--- src/rtl/traffic_pkg.sv ---
// State codes and direction type shared by the traffic sequencer and the downstream lamp decoder.
package traffic_pkg;

  localparam logic [3:0] ST_ALL_RED   = 4'b0000;
  localparam logic [3:0] ST_NS_GREEN  = 4'b0001;
  localparam logic [3:0] ST_NS_YELLOW = 4'b0010;
  localparam logic [3:0] ST_EW_GREEN  = 4'b0100;
  localparam logic [3:0] ST_EW_YELLOW = 4'b1000;
  localparam logic [3:0] ST_NS_PRIO   = 4'b1111;
  localparam logic [3:0] ST_EW_PRIO   = 4'b1110;

  typedef enum logic [3:0] {
    stAllRed   = ST_ALL_RED,
    stNsGreen  = ST_NS_GREEN,
    stNsYellow = ST_NS_YELLOW,
    stEwGreen  = ST_EW_GREEN,
    stEwYellow = ST_EW_YELLOW,
    stNsPrio   = ST_NS_PRIO,
    stEwPrio   = ST_EW_PRIO
  } stateT;

  typedef enum logic {
    NS = 1'b0,
    EW = 1'b1
  } dirT;

  // Bit 0: NS has right of way, bit 1: EW has right of way (normal or priority green).
  function automatic logic [1:0] greenOf(stateT s);
    greenOf = {(s == stEwGreen) || (s == stEwPrio), (s == stNsGreen) || (s == stNsPrio)};
  endfunction

endpackage

--- src/rtl/wait_counter.sv ---
// Per-direction starvation counter: saturating count of Ticks a car has waited, cleared on gaining green.
module wait_counter
  import traffic_pkg::*;
#(
  parameter int CNT_W   = 4,
  parameter int MAX_CNT = 8
) (
  input  logic             Clock,
  input  logic             Resetn,
  input  logic             Tick,
  input  logic             inc,
  input  logic             clr,
  output logic [CNT_W-1:0] count
);

  localparam logic [CNT_W-1:0] MAX_V = CNT_W'(MAX_CNT);

  logic [CNT_W-1:0] countReg;

  // Clear wins over increment: the Tick that grants green also sees the car still waiting.
  always_ff @(posedge Clock) begin
    if (!Resetn) begin
      countReg <= '0;
    end else if (Tick) begin
      if (clr) begin
        countReg <= '0;
      end else if (inc && (countReg < MAX_V)) begin
        countReg <= countReg + 1'b1;
      end
    end
  end

  assign count = countReg;

endmodule

--- src/rtl/traffic_state_sequencer.sv ---
// Fairness-aware NS/EW traffic-light sequencer with green extension and starvation priority.
// Optional EMERGENCY_PREEMPT_EN adds a Preempt input that cuts greens short and holds all-red.
module traffic_state_sequencer
  import traffic_pkg::*;
#(
  parameter int MIN_GREEN = 4,
  parameter int MAX_GREEN = 12,
  parameter int YELLOW_T  = 2,
  parameter int ALLRED_T  = 1,
  parameter int MAX_WAIT  = 8,
  parameter int CNT_W     = 4
) (
  input  logic             Clock,
  input  logic             Resetn,
  input  logic             Tick,
  input  logic             CarNS,
  input  logic             CarEW,
`ifdef EMERGENCY_PREEMPT_EN
  input  logic             Preempt,
`endif
  output logic [3:0]       State,
  output logic [CNT_W-1:0] Timer
);

  localparam logic [CNT_W-1:0] MIN_G  = CNT_W'(MIN_GREEN);
  localparam logic [CNT_W-1:0] MAX_G  = CNT_W'(MAX_GREEN);
  localparam logic [CNT_W-1:0] YEL_T  = CNT_W'(YELLOW_T);
  localparam logic [CNT_W-1:0] ALLR_T = CNT_W'(ALLRED_T);
  localparam logic [CNT_W-1:0] MAX_W  = CNT_W'(MAX_WAIT);

  stateT            stateReg;
  dirT              nextDirReg;
  logic [CNT_W-1:0] timerReg;
  logic [CNT_W-1:0] elapsed;
  logic             preempt;
  logic             allRedGo;
  logic [1:0]       carVec;
  logic [1:0]       greenVec;
  logic [1:0]       nextVec;
  logic [1:0]       incVec;
  logic [1:0]       clrVec;
  logic [1:0]       starved;
  logic [CNT_W-1:0] waitCnt [2];

`ifdef EMERGENCY_PREEMPT_EN
  assign preempt = Preempt;
`else
  assign preempt = 1'b0;
`endif

  assign elapsed  = timerReg + 1'b1;
  assign allRedGo = (stateReg == stAllRed) && (elapsed >= ALLR_T) && !preempt;
  assign carVec   = {CarEW, CarNS};
  assign greenVec = greenOf(stateReg);
  assign nextVec  = {nextDirReg == EW, nextDirReg == NS};

  // Index 0 tracks NS, index 1 tracks EW. A direction is only ever granted from ALL_RED.
  for (genvar gi = 0; gi < 2; gi++) begin : g_wait
    assign incVec[gi]  = carVec[gi] && !greenVec[gi];
    assign clrVec[gi]  = allRedGo && nextVec[gi];
    assign starved[gi] = waitCnt[gi] >= MAX_W;

    wait_counter #(
      .CNT_W   (CNT_W),
      .MAX_CNT (MAX_WAIT)
    ) u_wait (
      .Clock  (Clock),
      .Resetn (Resetn),
      .Tick   (Tick),
      .inc    (incVec[gi]),
      .clr    (clrVec[gi]),
      .count  (waitCnt[gi])
    );
  end

  always_ff @(posedge Clock) begin
    if (!Resetn) begin
      stateReg   <= stAllRed;
      timerReg   <= '0;
      nextDirReg <= NS;
    end else if (Tick) begin
      // Default: stay and count; every transition below overrides Timer with 0.
      if (timerReg < MAX_G) begin
        timerReg <= elapsed;
      end
      case (stateReg)
        stAllRed: begin
          if (allRedGo) begin
            timerReg <= '0;
            if (nextDirReg == NS) begin
              stateReg <= starved[0] ? stNsPrio : stNsGreen;
            end else begin
              stateReg <= starved[1] ? stEwPrio : stEwGreen;
            end
          end
        end
        stNsGreen: begin
          if (preempt || ((elapsed >= MIN_G) && CarEW &&
                          (!CarNS || (elapsed >= MAX_G) || starved[1]))) begin
            stateReg <= stNsYellow;
            timerReg <= '0;
          end
        end
        stEwGreen: begin
          if (preempt || ((elapsed >= MIN_G) && CarNS &&
                          (!CarEW || (elapsed >= MAX_G) || starved[0]))) begin
            stateReg <= stEwYellow;
            timerReg <= '0;
          end
        end
        stNsPrio: begin
          if (preempt || (elapsed == MIN_G)) begin
            stateReg <= stNsYellow;
            timerReg <= '0;
          end
        end
        stEwPrio: begin
          if (preempt || (elapsed == MIN_G)) begin
            stateReg <= stEwYellow;
            timerReg <= '0;
          end
        end
        stNsYellow, stEwYellow: begin
          if (elapsed >= YEL_T) begin
            stateReg   <= stAllRed;
            timerReg   <= '0;
            nextDirReg <= (nextDirReg == NS) ? EW : NS;
          end
        end
        default: begin
          stateReg <= stAllRed;
          timerReg <= '0;
        end
      endcase
    end
  end

  assign State = stateReg;
  assign Timer = timerReg;

endmodule

--- config.mk ---
export PLATFORM = sky130hd
export DESIGN_NAME = traffic_state_sequencer
export DESIGN_NICKNAME = d
export VERILOG_FILES = /design/src/rtl/traffic_pkg.sv /design/src/rtl/wait_counter.sv /design/src/rtl/traffic_state_sequencer.sv
export SDC_FILE = /design/constraint.sdc
export NUM_CORES = 1
export LEC_CHECK = 0
export ABC_CLOCK_PERIOD_IN_PS = 2000
export CAP_MARGIN = 20
export CORE_UTILIZATION = 50
export DETAILED_ROUTE_END_ITERATION = 10
export PLACE_DENSITY_LB_ADDON = 0.1
export SLEW_MARGIN = 20
export SYNTH_ARGS = -nofsm -noshare
export SYNTH_HDL_FRONTEND = slang
export SYNTH_SLANG_ARGS = --single-unit
export TNS_END_PERCENT = 10
--- constraint.sdc ---
create_clock -name Clock -period 2 [get_ports Clock]
set_clock_uncertainty 0.2 [all_clocks]
set_input_delay 0.3 -clock Clock [delete_from_list [all_inputs] [get_ports Clock]]
set_output_delay 0.3 -clock Clock [all_outputs]
set_load 0.01 [all_outputs]
==> results <==
==> synthesized netlist by cell type (4+ instances only) <==
cell       n
buf_2      6
nand3_1    5
inv_1      9
xnor2_1    4
clkbuf_1   5
nor2_1    13
o21ai_0    5
mux2i_1    4
nor3_1     4
ha_1       6
dfxtp_1   17
nand2_1   20
==> registers in the layout, indices dropped and copies added, names as in the netlist <==
signal               flops
State                    4
Timer                    4
nextDirReg               1
g_wait.u_wait.count      8
==> per-layer routing <==
metal / vias to the layer above / wire [um] / track usage (%) / share of wire (%)
li1: 569 / - / - / -
met1: 533 / 1330 / 30.3 / 47
met2: 29 / 1330 / 39.4 / 47
met3: 4 / 135 / 3.27 / 4.8
met4: 0 / 31 / 7.21 / 1.1
met5: - / 0 / 0 / 0
==> cell families (layout without fill, tap and decap cells) <==
kind of cell | after synthesis | in the layout | synth area share, %
fa+ha+maj | 7 | 7 | 6.95
buf+inv | 21 | 52 | 7.67
flops | 17 | 17 | 27.8
simple gates | 64 | 64 | 30.2
xor+xnor | 6 | 6 | 4.29
mux | 5 | 5 | 4.19
compound gates | 26 | 26 | 18.9
==> worst max-delay path, delay by kind of cell (launching register included) <==
family / cells / cell delay [ps]
AOI/OAI and AO/OA: 4 / 980
and+or+nand+nor: 2 / 400
DFF: 1 / 350
buffers and inverters: 1 / 130
==> area by class of cell <==
type | instances | area [sq um] | area share, %
tap | 28 | 35.0 | 2.15
multi-input combinational | 108 | 855 | 52.4
clock buffer | 4 | 26.3 | 1.61
sequential | 17 | 347 | 21.3
inverter | 9 | 33.8 | 2.07
timing repair buffer | 39 | 334 | 20.5
==> worst min path at each step <==
stage	to	startpoint	slack, ps
2_1_floorplan	g_wait[1].u_wait.count[3]$_SDFFE_PN0P_	g_wait[1].u_wait.count[3]$_SDFFE_PN0P_	260
3_3_place_gp	g_wait[0].u_wait.count[2]$_SDFFE_PN0P_	g_wait[0].u_wait.count[2]$_SDFFE_PN0P_	300
3_5_place_dp	g_wait[0].u_wait.count[2]$_SDFFE_PN0P_	g_wait[0].u_wait.count[2]$_SDFFE_PN0P_	300
4_1_cts	g_wait[0].u_wait.count[2]$_SDFFE_PN0P_	g_wait[0].u_wait.count[2]$_SDFFE_PN0P_	330
5_1_grt	g_wait[0].u_wait.count[2]$_SDFFE_PN0P_	g_wait[0].u_wait.count[2]$_SDFFE_PN0P_	350
6_report	g_wait[0].u_wait.count[2]$_SDFFE_PN0P_	g_wait[0].u_wait.count[2]$_SDFFE_PN0P_	320
==> power breakdown <==
group	total [mW]	internal [mW]	switching (mW)	leakage [nW]
sequential	0.360	0.349	0.0117	0.139
clock	0.178	0.0776	0.100	0.0150
combinational	0.204	0.103	0.101	0.469
==> cells in the final DEF, fill, tap and decap left out, types with 3 or more instances in the layout <==
cell             count
nor3_1               4
a41oi_1              3
buf_6                3
inv_1                8
nand3_1              5
buf_4               24
xnor2_1              4
clkbuf_4             3
mux2i_1              4
nor2_1              13
o211ai_1             3
o22ai_1              3
dfxtp_1             14
clkdlybuf4s50_1     12
o21ai_0              3
ha_1                 4
nand2_1             20
nand2b_1             3
==> what timing repair did <==
action                     in CTS  in global routing
gates resized for setup        13                  5
setup endpoints to repair       9                 15
pin swaps                       6                  4
hold buffers                    0                  0
cloned                          0                  0
buffers inserted                2                  0
==> run_results.csv <==
group,metric,value,unit
status,run_status,"finished with violations",
status,violations,"setup timing",
floorplanning,core_area,2250,sq um
setup_path,cp-start-kind,"register",
yosys,synth.area.top_cells,"dfxtp_1 (28%), ha_1 (6.1%), nand2_1 (6.1%)",
global_routing,antenna_found_initial,0,
setup_path,worst-r2r-setup-slack,-140,ps
yosys,synth_top_cell_by_area,"dfxtp_1",
sta,finalCritPeriodShare,107,%
power_and_ir_drop,p_total,742,uW
setup_path,critPathLaunch,"Timer[1]$_SDFFE_PN0P_",
setup_path,crit_required,2000,ps
cells_and_area,utilization,72.3,%
setup_path,slowest_stage,"dfxtp_2",
yosys,avgSynthCellArea,8.38,sq um
sta,slew_violations,0,
floorplanning,start_util,54.3,%
sta,hold_violations,0,
yosys,ys_types,45,
sta,whs,323,ps
clock_tree,path_clk_slew,90,ps
floorplanning,die_area,2650,sq um
clock_tree,clk_latency,290,ps
floorplanning,rows,17,
yosys,yosysWarnings,0,
sta,rsz0062_at_grt,"true",
yosys,synth-edff-count,0,
clock_tree,cts_sinks,17,
sta,postLayoutSetupSlackWorst,-142,ps
drt,wl_per_cell,13.8,um
global_routing,overflow,0,
sta,final-setup-viol-count,7,
yosys,ys_seq_area_share,27.8,%
drt,drt-pass1-iter-count,4,
yosys,yosys.area.top_type_share,27.8,%
sta,relSlewSlack,66.3,%
clock_tree,h-tree-depth,1,
setup_path,critical_path.cell_chain,"buf_6 > and3b_2 > o211ai_1 > a21boi_0 > o211ai_4 > nand3_4 > a2111oi_4",
place,io_buffers,12,
setup_path,cp-endpoint,"Timer[2]$_SDFFE_PN0P_",
cells_and_area,fill_cells,185,
sta,tightest_slew,499,ps
power_and_ir_drop,p_per_area,455,nW/um^2
global_routing,grt_pass1_vias,1087,
yosys,async_flop_share,0,%
yosys,synthCells,146,
drt,post-route-drc-count,0,
global_routing,track_usage,23.3,%
floorplanning,die_w,51.5,um
drt,num_vias,1135,
cells_and_area,area_growth,33.2,%
place,routabilityCongestion,0.981,
power_and_ir_drop,ir_drop,0.469,mV
yosys,synth-seq-cells,17,
sta,min_period,2140,ps
cells_and_area,fin_nets,189,
setup_path,reg2reg_to,"Timer[2]$_SDFFE_PN0P_",
clock_tree,cts_root_buffer,"clkbuf_4",
place,dp_slack,-170,ps
flow_run,drv_cap,0,
cells_and_area,drive_gt1_share,30.5,%
setup_path,ff2ff_path_depth,7,
setup_path,crit_fanout,5,
sta,tns,-578,ps
drt,drt_wl_total,2830,um
drt,ant_nets,0,
place,dp.cells,200,
place,place_area,1520,sq um
setup_path,worstSetupPathType,"reg -> reg",
setup_path,endpoint_kind,"register",
setup_path,worstReg2RegStart,"Timer[1]$_SDFFE_PN0P_",
global_routing,grt_max_degree,13,
drt,drt_iter0_markers,25,
setup_path,arrival,2140,ps
cells_and_area,diodes,0,
hold_path,holdPathStages,2,
floorplanning,die_y,51.5,um
clock_tree,cts_buffers,3,
power_and_ir_drop,leakagePower,0.623,nW
clock_tree,cts_buffer_depth,2,
yosys,ys.flop_type,"dfxtp_1",
yosys,synthesis.nets,157,
yosys,synth_area,1220,sq um
hold_path,hold_class,"reg -> reg",
setup_path,slowest_delay,350,ps
global_routing,grt_pass1_wl,4620,um
sta,max_freq,0.467,GHz
place,place.detailed.hpwl,2160,um
cells_and_area,final_cells,205,
clock_tree,cts_tree,"yes",
floorplanning,io-pin-count,13,
cells_and_area,final_cell_area,1630,sq um
drt,vias_per_cell,5.54,
Note: power is estimated with default switching activity, not from simulation.
